**config.mk**
```make
export PLATFORM = sky130hd
export DESIGN_NAME = pll_lock_supervisor
export DESIGN_NICKNAME = d
export VERILOG_FILES = /design/src/rtl/pll_lock_supervisor.sv
export SDC_FILE = /design/constraint.sdc
export NUM_CORES = 1
export LEC_CHECK = 0
export ABC_AREA = 1
export CAP_MARGIN = 40
export CORE_MARGIN = 3
export CORE_UTILIZATION = 56
export CTS_CLUSTER_DIAMETER = 120
export DETAILED_ROUTE_END_ITERATION = 10
export GPL_ROUTABILITY_DRIVEN = 0
export GPL_TIMING_DRIVEN = 0
export PLACE_DENSITY_LB_ADDON = 0.12
export SYNTH_ARGS = -nofsm -noshare
export SYNTH_HDL_FRONTEND = slang
export SYNTH_SLANG_ARGS = --single-unit
```
**constraint.sdc**
```tcl
create_clock -name refclk -period 2.1 [get_ports refclk]
set_input_delay 0.42 -clock refclk [delete_from_list [all_inputs] [get_ports refclk]]
set_output_delay 0.42 -clock refclk [all_outputs]
set_load 0.01 [all_outputs]
```
**src/rtl/pll_lock_supervisor.sv**
```systemverilog
// PLL lock supervisor: sequences PLL reset, lock qualification and release of PLL-domain reset.
// Optional build macro PLL_LOCK_DEBOUNCE_EN: in RUN, lock loss needs 4 consecutive low cycles of the synced lock.
module pll_lock_supervisor #(
  parameter int unsigned CNT_W            = 16,
  parameter int unsigned PLL_RST_CYC      = 16,
  parameter int unsigned LOCK_TIMEOUT_CYC = 50000,
  parameter int unsigned LOCK_STABLE_CYC  = 1024
) (
  input  logic       refclk,
  input  logic       rst,
  input  logic       pll_locked,
  input  logic       relock_req,
  output logic       pll_rst,
  output logic       sys_rst,
  output logic [1:0] state,
  output logic [7:0] relock_count,
  output logic       timeout_err
);

  localparam logic [1:0] S_PLLRST   = 2'd0;
  localparam logic [1:0] S_WAITLOCK = 2'd1;
  localparam logic [1:0] S_STABLE   = 2'd2;
  localparam logic [1:0] S_RUN      = 2'd3;

  localparam logic [CNT_W-1:0] RST_LAST    = CNT_W'(PLL_RST_CYC - 1);
  localparam logic [CNT_W-1:0] TIMEOUT_LAST = CNT_W'(LOCK_TIMEOUT_CYC - 1);
  localparam logic [CNT_W-1:0] STABLE_LAST = CNT_W'(LOCK_STABLE_CYC - 1);

  logic             lk_m;
  logic             lk_s;
  logic [CNT_W-1:0] cnt;
  logic [CNT_W-1:0] cnt_n;
  logic [1:0]       state_n;
  logic [7:0]       relock_count_n;
  logic             timeout_err_n;
  logic             bump;
  logic             lock_loss_c;

`ifdef PLL_LOCK_DEBOUNCE_EN
  // Counts consecutive low cycles of lk_s while running; the fourth one is a loss.
  logic [1:0] dbc;
  logic [1:0] dbc_n;

  always_comb begin
    dbc_n       = 2'd0;
    lock_loss_c = 1'b0;
    if (state == S_RUN && !lk_s) begin
      if (dbc == 2'd3) lock_loss_c = 1'b1;
      else             dbc_n       = dbc + 2'd1;
    end
  end

  always_ff @(posedge refclk) begin
    if (rst) dbc <= 2'd0;
    else     dbc <= dbc_n;
  end
`else
  assign lock_loss_c = (state == S_RUN) && !lk_s;
`endif

  // Next-state, shared counter and status update.
  always_comb begin
    state_n        = state;
    cnt_n          = cnt + CNT_W'(1);
    relock_count_n = relock_count;
    timeout_err_n  = timeout_err;
    bump           = 1'b0;
    case (state)
      S_PLLRST: begin
        if (cnt == RST_LAST) state_n = S_WAITLOCK;
      end
      S_WAITLOCK: begin
        if (relock_req) state_n = S_PLLRST;
        else if (lk_s) state_n = S_STABLE;
        else if (cnt == TIMEOUT_LAST) begin
          state_n       = S_PLLRST;
          timeout_err_n = 1'b1;
          bump          = 1'b1;
        end
      end
      S_STABLE: begin
        if (relock_req) state_n = S_PLLRST;
        else if (!lk_s) state_n = S_WAITLOCK;
        else if (cnt == STABLE_LAST) state_n = S_RUN;
      end
      default: begin
        // RUN: counter idles; a loss and a request together still count once.
        cnt_n = cnt;
        if (lock_loss_c) begin
          state_n = S_PLLRST;
          bump    = 1'b1;
        end else if (relock_req) begin
          state_n = S_PLLRST;
        end
      end
    endcase
    if (bump && relock_count != 8'hFF) relock_count_n = relock_count + 8'd1;
    if (state_n != state) cnt_n = '0;
  end

  // Registers; pll_rst/sys_rst are decoded from the next state so they align with state.
  always_ff @(posedge refclk) begin
    if (rst) begin
      lk_m         <= 1'b0;
      lk_s         <= 1'b0;
      state        <= S_PLLRST;
      cnt          <= '0;
      pll_rst      <= 1'b1;
      sys_rst      <= 1'b1;
      relock_count <= 8'd0;
      timeout_err  <= 1'b0;
    end else begin
      lk_m         <= pll_locked;
      lk_s         <= lk_m;
      state        <= state_n;
      cnt          <= cnt_n;
      pll_rst      <= (state_n == S_PLLRST);
      sys_rst      <= (state_n != S_RUN);
      relock_count <= relock_count_n;
      timeout_err  <= timeout_err_n;
    end
  end

endmodule
```
# Word-level counts from Yosys, hierarchy flattened
# Cells that the tools add are included.
# classes
reduce_logical,9
multipliers,0
muxes,15
addsub,2
n_eq_ne,9
shifts,0
order_cmp,0
bitwise,2
div_mod_pow,0
# ops
op,count
$mux W2,9
$add A16 B1 Y16 const B,1
$eq A16 B10 Y1 const B,1
$eq A16 B16 Y1 const B,1
$eq A16 B4 Y1 const B,1
$add A8 B1 Y8 const B,1
$ne A8 B8 Y1 const B,1
$pmux W2 S3,1
$eq A2 B2 Y1 const B,2
$logic_not A2 Y1,2
$mux W1,4
$reduce_and A4 Y1,1
$reduce_or A2 Y1,2
$reduce_or A3 Y1,1
$eq A2 B1 Y1 const B,1
$logic_and A1 B1 Y1,2
$ne A2 B2 Y1,1
$ne A2 B2 Y1 const B,1
$not A1 Y1,2
$pmux W1 S2,1
$logic_not A1 Y1,1
# word_totals
regBits,31
mem_bits_ro,0
ramBits,0
out_inout_bits,13
memories,0
latchBits,0
wordCells,45

# Longest topological paths before layout
# Gate-level depths: netlist (run 1).
# depth
depth_word,7
ltp_mapped,13
mapped_depth_nobuf,12

# Worst setup path before layout (run 1)
# No wires, ideal clock.
# synth_timing
path_type,register -> register
from,reg cnt[1]
to,reg cnt[12]
path_stages_with_launch,12
required_time_ns,1.979
slack_ns,0.579
arrival_time_ns,1.401
period_less_slack_ns,1.521
setup_time_ns,0.121
cell_sequence,dfxtp_1 -> ha_1 -> nand2_2 -> inv_2 -> nand2_2 -> nor2_2 -> nand2_1 -> nand2_2 -> nand4_2 -> nand3_4 -> buf_12 -> nor2_4
# synth_via
elab_chain_len,7
word_cells_on_any_way,14
cone_classes,1 x add/sub; 4 x eq/ne; 8 x mux; 1 x reduce/logical
# synth_rtl
element,line_no,rtl
from (decl),31,logic [CNT_W-1:0] cnt;
from (signal assigned),116,cnt <= cnt_n;
$eq A16 B10 Y1 or $eq A16 B16 Y1 (tied branches),"84, 75",
"$mux W2, on equally long branches","84, 75",
"$mux W2, on equally long branches","83, 74",
"$mux W2, on equally long branches","82, 73",
$pmux W2 S3,68,case (state)
$ne A2 B2 Y1,98,if (state_n != state) cnt_n = '0;
$reduce_or A2 Y1 (no source line),-,
# Parallel ways exist; a longest one is shown, timed or not.
# A chain may end at the register's enable or synchronous reset.

# Worst setup path after layout (run 1)
# layout_timing
from,reg state[1]
to,out state[1]
# layout_lines
element,line_no,rtl
from (decl),15,"output logic [1:0] state,"
from (signal assigned),115,state <= state_n;
# No word-level cell between the ends.

==> run_summary.xml, run 1 <==
<?xml version="1.0" encoding="UTF-8"?>
<metrics>
  <group name="clocking">
    <metric name="clk_pin_slew_worst_paths" unit="ns">0.10</metric>
    <metric name="post_cts_hold_buffer_count" unit="">0</metric>
    <metric name="cts_resized" unit="">0</metric>
    <metric name="clockBufferDepth" unit="">2</metric>
    <metric name="numCtsBuffers" unit="">5</metric>
    <metric name="cts-htree-levels" unit="">2</metric>
    <metric name="tritoncts" unit="">yes</metric>
    <metric name="cts_root_buffer" unit="">clkbuf_4</metric>
    <metric name="clock_sink_count" unit="">31</metric>
    <metric name="postCtsSetupRepairBufs" unit="">0</metric>
    <metric name="clkLatencyLatePin" unit="ns">0.32</metric>
  </group>
  <group name="final_layout">
    <metric name="antennaDiodeCount" unit="">0</metric>
    <metric name="drive_above_1_share" unit="">0.207</metric>
    <metric name="layout.nets" unit="">243</metric>
    <metric name="area_growth_from_synthesis_to_final_layout" unit="%">15.8</metric>
  </group>
  <group name="die">
    <metric name="placeable_core_region" unit="sq um">2830</metric>
    <metric name="design.portCount" unit="">17</metric>
    <metric name="row_count" unit="">19</metric>
    <metric name="die-width" unit="microns">61.2</metric>
    <metric name="die_height" unit="microns">61.2</metric>
    <metric name="die-area" unit="sq um">3740</metric>
    <metric name="initial_cell_density_of_the_core" unit="">0.603</metric>
  </group>
  <group name="critical_path">
    <metric name="critPathArrivalTime" unit="ns">1.37</metric>
    <metric name="worstReg2RegStart" unit="">cnt[1]</metric>
    <metric name="path_class" unit="">flop to output pin</metric>
    <metric name="crit_path_cell_trace" unit="">clkdlybuf4s50_1</metric>
    <metric name="crit_slowest_cell" unit="">clkdlybuf4s50_1</metric>
    <metric name="cp_slowest_stage_delay" unit="ns">0.58</metric>
    <metric name="worst-path-buf-inv" unit="">1</metric>
    <metric name="cp.required" unit="ns">1.68</metric>
    <metric name="critical_path.startpoint_type" unit="">flop</metric>
    <metric name="cpLargestDelayFamily" unit="">buffers and inverters</metric>
    <metric name="first_element_of_the_critical_path" unit="">state[1]</metric>
    <metric name="endpoint_kind" unit="">output pin</metric>
    <metric name="critical_path.max_fanout" unit="">5</metric>
  </group>
  <group name="global_routing">
    <metric name="globalRouteMet1Util" unit="">0.250</metric>
    <metric name="global_route_wire_length_before_repair" unit="mm">5.51</metric>
    <metric name="first_global_vias" unit="">1336</metric>
    <metric name="antenna_found_initial" unit="">0</metric>
    <metric name="met3_usage_in_global_routing" unit="">0.0440</metric>
    <metric name="grt_max_degree" unit="">11</metric>
    <metric name="met2_usage" unit="">0.317</metric>
    <metric name="grt.busiest_layer" unit="">met2</metric>
    <metric name="track_usage" unit="">0.197</metric>
    <metric name="grt-ovfl-total" unit="">0</metric>
  </group>
  <group name="place">
    <metric name="place.detailed.hpwl" unit="mm">2.31</metric>
    <metric name="place.port_buffers" unit="">16</metric>
    <metric name="pre_cts_ws" unit="ns">0.133</metric>
  </group>
  <group name="detailed_routing">
    <metric name="drc_errors" unit="">0</metric>
    <metric name="antenna_violating_nets_post_route" unit="">0</metric>
    <metric name="num_vias" unit="">1356</metric>
    <metric name="detail_route.first_pass.iterations" unit="">4</metric>
    <metric name="routedWlPerCell" unit="microns">11.3</metric>
    <metric name="routed_via_density" unit="">5.06</metric>
    <metric name="initialDrtViolationCount" unit="">56</metric>
    <metric name="wirelength" unit="mm">3.03</metric>
  </group>
  <group name="synthesis">
    <metric name="synth_area_per_cell" unit="sq um">7.97</metric>
    <metric name="syn_inst" unit="">214</metric>
    <metric name="synthesis.area" unit="sq um">1710</metric>
    <metric name="synth.ff_latch_count" unit="">31</metric>
    <metric name="synth_cell_types" unit="">30</metric>
    <metric name="yosysWarningCount" unit="">0</metric>
    <metric name="syn-num-nets" unit="">220</metric>
    <metric name="seq_area_frac_synth" unit="">0.364</metric>
  </group>
  <group name="sta">
    <metric name="post-route-period-util" unit="">0.854</metric>
    <metric name="slew_headroom" unit="">0.723</metric>
    <metric name="layout_min_cycle_time" unit="ns">1.79</metric>
    <metric name="fin_ws" unit="ns">0.307</metric>
    <metric name="clock_skew" unit="ns">0.00911</metric>
    <metric name="final_hold_viol_count" unit="">0</metric>
    <metric name="timing.final.max_slew_violations" unit="">0</metric>
    <metric name="maxClockFrequency" unit="GHz">0.558</metric>
    <metric name="tightest_slew" unit="ns">0.416</metric>
    <metric name="fin_tns_setup" unit="ns">0</metric>
    <metric name="rsz0062_at_grt" unit="">false</metric>
    <metric name="setup_viol" unit="">0</metric>
  </group>
  <group name="worst_hold_path">
    <metric name="worstHoldStart" unit="">lk_m</metric>
    <metric name="hold_path_class" unit="">flop to flop</metric>
  </group>
  <group name="pwr">
    <metric name="power.density" unit="nW/um^2">549</metric>
    <metric name="leakagePower" unit="nW">0.757</metric>
    <metric name="worst_ir_drop_on_vdd" unit="V">0.000369</metric>
  </group>
  <group name="outcome">
    <metric name="result_of_the_run" unit="">complete, no violations</metric>
  </group>
  <group name="flow_run">
    <metric name="drv_cap" unit="">0</metric>
  </group>
</metrics>
-- cell usage after synthesis --
cell	number	area, sq um
inv_1	21	78.8
nor2_2	5	31.3
nand3_4	1	17.5
o21ai_2	1	8.76
nand3_1	15	75.1
buf_12	1	20.0
nor3_1	3	15.0
inv_2	3	11.3
mux2i_1	1	10.0
clkbuf_1	1	3.75
buf_6	1	11.3
nand2_4	1	11.3
xnor2_1	5	43.8
or2_2	1	6.26
nand3b_1	1	7.51
nand4_1	6	37.5
nand3_2	2	20.0
nor3_2	2	20.0
nor2_1	26	97.6
nand4_2	1	12.5
nand2_1	33	124
dfxtp_1	31	621
a21oi_1	11	55.1
nor2_4	12	135
a31oi_1	1	6.26
xor2_1	14	123
inv_4	1	6.26
a21oi_2	1	8.76
nand2_2	10	62.6
ha_1	2	25.0
-- through the flow --
stage	hold slack (ns)	total power, mW	utilization	area (sq um)	cells
after global placement	0.393	0.656	0.673	1900	261
after global routing	0.432	1.13	0.698	1980	268
after detailed placement	0.395	0.658	0.673	1900	261
final	0.406	1.08	0.698	1980	268
after floorplan	0.388	0.645	-	1710	214
after CTS	0.408	1.10	0.698	1980	268
-- worst paths after layout --
path                            slack [ns]  cells past startpoint              end
worst min register to register        0.41                      2             lk_s
worst max-delay path                  0.31                      1         state[1]
worst max register to register        0.40                     10  relock_count[2]
worst min-delay path                  0.41                      2             lk_s
-- power breakdown --
group	switching [mW]	internal, mW
Combinational	0.0255	0.0190
Clock	0.196	0.245
Sequential	0.00491	0.594
-- cells by family (layout without fill, tap and decap cells) --
logic type / Yosys count / after routing / share of synthesized area
AO/OA/AOI/OAI: 14 / 14 / 0.0462
XOR/XNOR: 19 / 19 / 0.0976
adder cells (fa/ha/maj): 2 / 2 / 0.0147
buffers and inverters: 28 / 51 / 0.0770
flip-flops: 31 / 31 / 0.364
multiplexers: 1 / 1 / 0.00587
AND/OR/NAND/NOR: 119 / 119 / 0.395
-- cells in the final DEF (no fill, tap or decap), drive strengths merged --
cell,n
a21oi,12
xor2,14
ha,2
clkdlybuf4s50,16
nor3,5
buf,2
o21ai,1
inv,25
or2,1
bufinv,1
nor2,43
xnor2,5
nand3b,1
clkbuf,7
nand4,7
mux2i,1
a31oi,1
nand3,18
nand2,44
dfxtp,31
-- layout make-up --
| type | count | area (sq um) |
|---|---|---|
| plain buffers | 3 | 35.0 |
| clock buffers | 6 | 41.3 |
| multi-input cells | 155 | 953 |
| inverters | 25 | 96.3 |
| fillers | 230 | 853 |
| flip-flops and latches | 31 | 621 |
| well taps | 31 | 38.8 |
| repair buffers | 16 | 160 |
| clock inverters | 1 | 30.0 |
-- metal layers --
layer	part of all wire	wire, microns
met5	0	0
met4	0.021	65
met3	0.030	92
met2	0.46	1400
met1	0.49	1470
-- sequential cells by signal, indices dropped and copies added (netlist names) --
name	cells
state	2
cnt	16
sys_rst	1
pll_rst	1
relock_count	8
timeout_err	1
lk_s	1
lk_m	1
Note: power is estimated with default switching activity, not from simulation.
==> run 2, diff against run 1 <==
--- a/config.mk
+++ b/config.mk
@@ -14,6 +14,7 @@
 export GPL_ROUTABILITY_DRIVEN = 0
 export GPL_TIMING_DRIVEN = 0
 export PLACE_DENSITY_LB_ADDON = 0.12
+export SETUP_SLACK_MARGIN = 0.3
 export SYNTH_ARGS = -nofsm -noshare
 export SYNTH_HDL_FRONTEND = slang
 export SYNTH_SLANG_ARGS = --single-unit
==> run 2 against run 1 <==
  * Cell area rose by 3.3%
  * Non-clock buffer count up 3
  * Largest cell class unchanged
  * Clock power hardly changed
  * Combinational power increased by 25%
  * Power up 0.97%
  * Flip-flop and latch count unchanged
  * Utilization is 2.3 points higher
==> run_summary.xml, run 2 (synthesis results as in run 1) <==
<?xml version="1.0" encoding="UTF-8"?>
<metrics>
  <group name="critical_path">
    <metric name="critPathArrivalTime" unit="ns">1.32</metric>
    <metric name="cp.required" unit="ns">1.68</metric>
    <metric name="critical_path.reg2reg.endpoint" unit="">cnt[10]</metric>
    <metric name="cp_slowest_stage_delay" unit="ns">0.57</metric>
    <metric name="r2r_cells" unit="">12</metric>
    <metric name="crit_path_cell_trace" unit="">clkdlybuf4s50_1</metric>
    <metric name="reg2reg_setup_slack" unit="ns">0.45</metric>
    <metric name="cpLargestDelayFamily" unit="">buffers and inverters</metric>
    <metric name="path_class" unit="">flop to output pin</metric>
    <metric name="crit_slowest_cell" unit="">clkdlybuf4s50_1</metric>
    <metric name="endpoint_kind" unit="">output pin</metric>
    <metric name="critical_path.max_fanout" unit="">5</metric>
    <metric name="worstReg2RegStart" unit="">cnt[0]</metric>
    <metric name="critical_path.startpoint_type" unit="">flop</metric>
    <metric name="worst-path-buf-inv" unit="">1</metric>
  </group>
  <group name="clocking">
    <metric name="clk_pin_slew_worst_paths" unit="ns">0.10</metric>
    <metric name="numCtsBuffers" unit="">5</metric>
    <metric name="post_cts_hold_buffer_count" unit="">0</metric>
    <metric name="clockBufferDepth" unit="">2</metric>
    <metric name="clock_sink_count" unit="">31</metric>
    <metric name="cts-htree-levels" unit="">2</metric>
    <metric name="cts_root_buffer" unit="">clkbuf_4</metric>
    <metric name="tritoncts" unit="">yes</metric>
    <metric name="clkLatencyLatePin" unit="ns">0.32</metric>
  </group>
  <group name="place">
    <metric name="place.detailed.hpwl" unit="mm">2.31</metric>
    <metric name="cell_count_post_placement" unit="">261</metric>
    <metric name="place.port_buffers" unit="">16</metric>
  </group>
  <group name="detailed_routing">
    <metric name="wirelength" unit="mm">3.11</metric>
    <metric name="routedWlPerCell" unit="microns">11.5</metric>
    <metric name="num_vias" unit="">1375</metric>
    <metric name="routed_via_density" unit="">5.07</metric>
    <metric name="initialDrtViolationCount" unit="">43</metric>
    <metric name="detail_route.first_pass.iterations" unit="">6</metric>
    <metric name="antenna_violating_nets_post_route" unit="">0</metric>
    <metric name="drc_errors" unit="">0</metric>
  </group>
  <group name="worst_hold_path">
    <metric name="hold_path_depth" unit="">2</metric>
    <metric name="hold_path_class" unit="">flop to flop</metric>
    <metric name="worstHoldStart" unit="">lk_m</metric>
    <metric name="holdPathEnd" unit="">lk_s</metric>
  </group>
  <group name="die">
    <metric name="placeable_core_region" unit="sq um">2830</metric>
    <metric name="die-area" unit="sq um">3740</metric>
    <metric name="design.portCount" unit="">17</metric>
    <metric name="die_height" unit="microns">61.2</metric>
    <metric name="die-width" unit="microns">61.2</metric>
    <metric name="row_count" unit="">19</metric>
    <metric name="initial_cell_density_of_the_core" unit="">0.603</metric>
  </group>
  <group name="global_routing">
    <metric name="grt-ovfl-total" unit="">0</metric>
    <metric name="grt.busiest_layer" unit="">met2</metric>
    <metric name="grt_max_degree" unit="">11</metric>
    <metric name="antenna_found_initial" unit="">0</metric>
    <metric name="globalRouteMet1Util" unit="">0.250</metric>
    <metric name="first_global_vias" unit="">1336</metric>
    <metric name="met3_usage_in_global_routing" unit="">0.0440</metric>
    <metric name="track_usage" unit="">0.197</metric>
    <metric name="global_route_wire_length_before_repair" unit="mm">5.51</metric>
    <metric name="met2_usage" unit="">0.317</metric>
  </group>
  <group name="pwr">
    <metric name="leakagePower" unit="nW">0.781</metric>
    <metric name="worst_ir_drop_on_vdd" unit="V">0.000368</metric>
    <metric name="power.density" unit="nW/um^2">536</metric>
  </group>
  <group name="sta">
    <metric name="setup_viol" unit="">0</metric>
    <metric name="clock_skew" unit="ns">0.00981</metric>
    <metric name="timing.final.max_slew_violations" unit="">0</metric>
    <metric name="fin_tns_setup" unit="ns">0</metric>
    <metric name="tightest_slew" unit="ns">0.415</metric>
    <metric name="layout_min_cycle_time" unit="ns">1.74</metric>
    <metric name="post-route-period-util" unit="">0.828</metric>
    <metric name="rsz0062_at_grt" unit="">false</metric>
    <metric name="maxClockFrequency" unit="GHz">0.575</metric>
    <metric name="final_hold_viol_count" unit="">0</metric>
    <metric name="slew_headroom" unit="">0.723</metric>
  </group>
  <group name="final_layout">
    <metric name="nFillCells" unit="">219</metric>
    <metric name="drive_above_1_share" unit="">0.238</metric>
    <metric name="finalNonFillerCells" unit="">271</metric>
    <metric name="layout.nets" unit="">246</metric>
    <metric name="antennaDiodeCount" unit="">0</metric>
    <metric name="largest-register" unit="">cnt</metric>
    <metric name="final_common_cell" unit="">nand2_1</metric>
    <metric name="final_cell_mix" unit="">nand2_1, dfxtp_1, nor2_1</metric>
    <metric name="multi_input_area" unit="sq um">973</metric>
    <metric name="layout.area.seq" unit="sq um">626</metric>
    <metric name="area_growth_from_synthesis_to_final_layout" unit="%">19.7</metric>
    <metric name="biggest_regs" unit="">cnt: 16 flops, relock_count: 8 flops, state: 2 flops</metric>
    <metric name="flip_flop_count_of_the_largest_register_all_copies_and_words_added" unit="">16</metric>
  </group>
  <group name="flow_run">
    <metric name="drv_cap" unit="">0</metric>
  </group>
  <group name="outcome">
    <metric name="result_of_the_run" unit="">complete, no violations</metric>
  </group>
</metrics>
run 2: final cells by class:
| class | count | share of cell area |
|---|---|---|
| multi-input combinational | 155 | 0.477 |
| sequential | 31 | 0.307 |
| timing repair buffer | 19 | 0.0981 |
| inverter | 25 | 0.0472 |
| clock buffer | 6 | 0.0202 |
| tap | 31 | 0.0190 |
| buffer | 3 | 0.0172 |
| clock inverter | 1 | 0.0147 |
run 2: routing by layer:
| layer | part of all wire | up-vias |
|---|---|---|
| met5 | 0 | - |
| met3 | 0.027 | 7 |
| met4 | 0.020 | 0 |
| met1 | 0.49 | 619 |
| met2 | 0.46 | 21 |
| li1 | - | 728 |
run 2: worst max path at each step:
stage,slack [ns],end,cells past startpoint,start
global placement,0.15,relock_count[3],7,relock_req
detailed placement,0.13,relock_count[2],7,relock_req
global route,0.30,relock_count[6],1,relock_count[6]
CTS,0.33,relock_count[2],1,relock_count[2]
finish,0.36,relock_count[6],1,relock_count[6]
floorplan,0.58,cnt[12],11,cnt[1]
run 2: timing repair:
action / 4_1_cts / 5_1_grt
hold endpoints to repair: 0 / 0
pin swaps: 0 / 1
gates resized for setup: 1 / 7
cloned: 0 / 1
setup endpoints to repair: 1 / 19
setup buffers: 0 / 2
run 2: power breakdown:
group	total (mW)	switching, mW	internal (mW)
logic	0.0555	0.0285	0.0270
registers	0.599	0.00463	0.595
clock network	0.440	0.195	0.245
total	1.09	0.228	0.867
run 2: per-stage QoR:
step | power [mW] | worst slack [ns] | util | hold WS (ns) | instance area (sq um)
5_1_grt | 1.15 | 0.302 | 0.721 | 0.432 | 2040
4_1_cts | 1.10 | 0.325 | 0.699 | 0.408 | 1980
3_5_place_dp | 0.658 | 0.133 | 0.673 | 0.395 | 1900
2_1_floorplan | 0.645 | 0.579 | - | 0.388 | 1710
3_3_place_gp | 0.656 | 0.154 | 0.673 | 0.393 | 1900
6_report | 1.09 | 0.362 | 0.721 | 0.406 | 2040
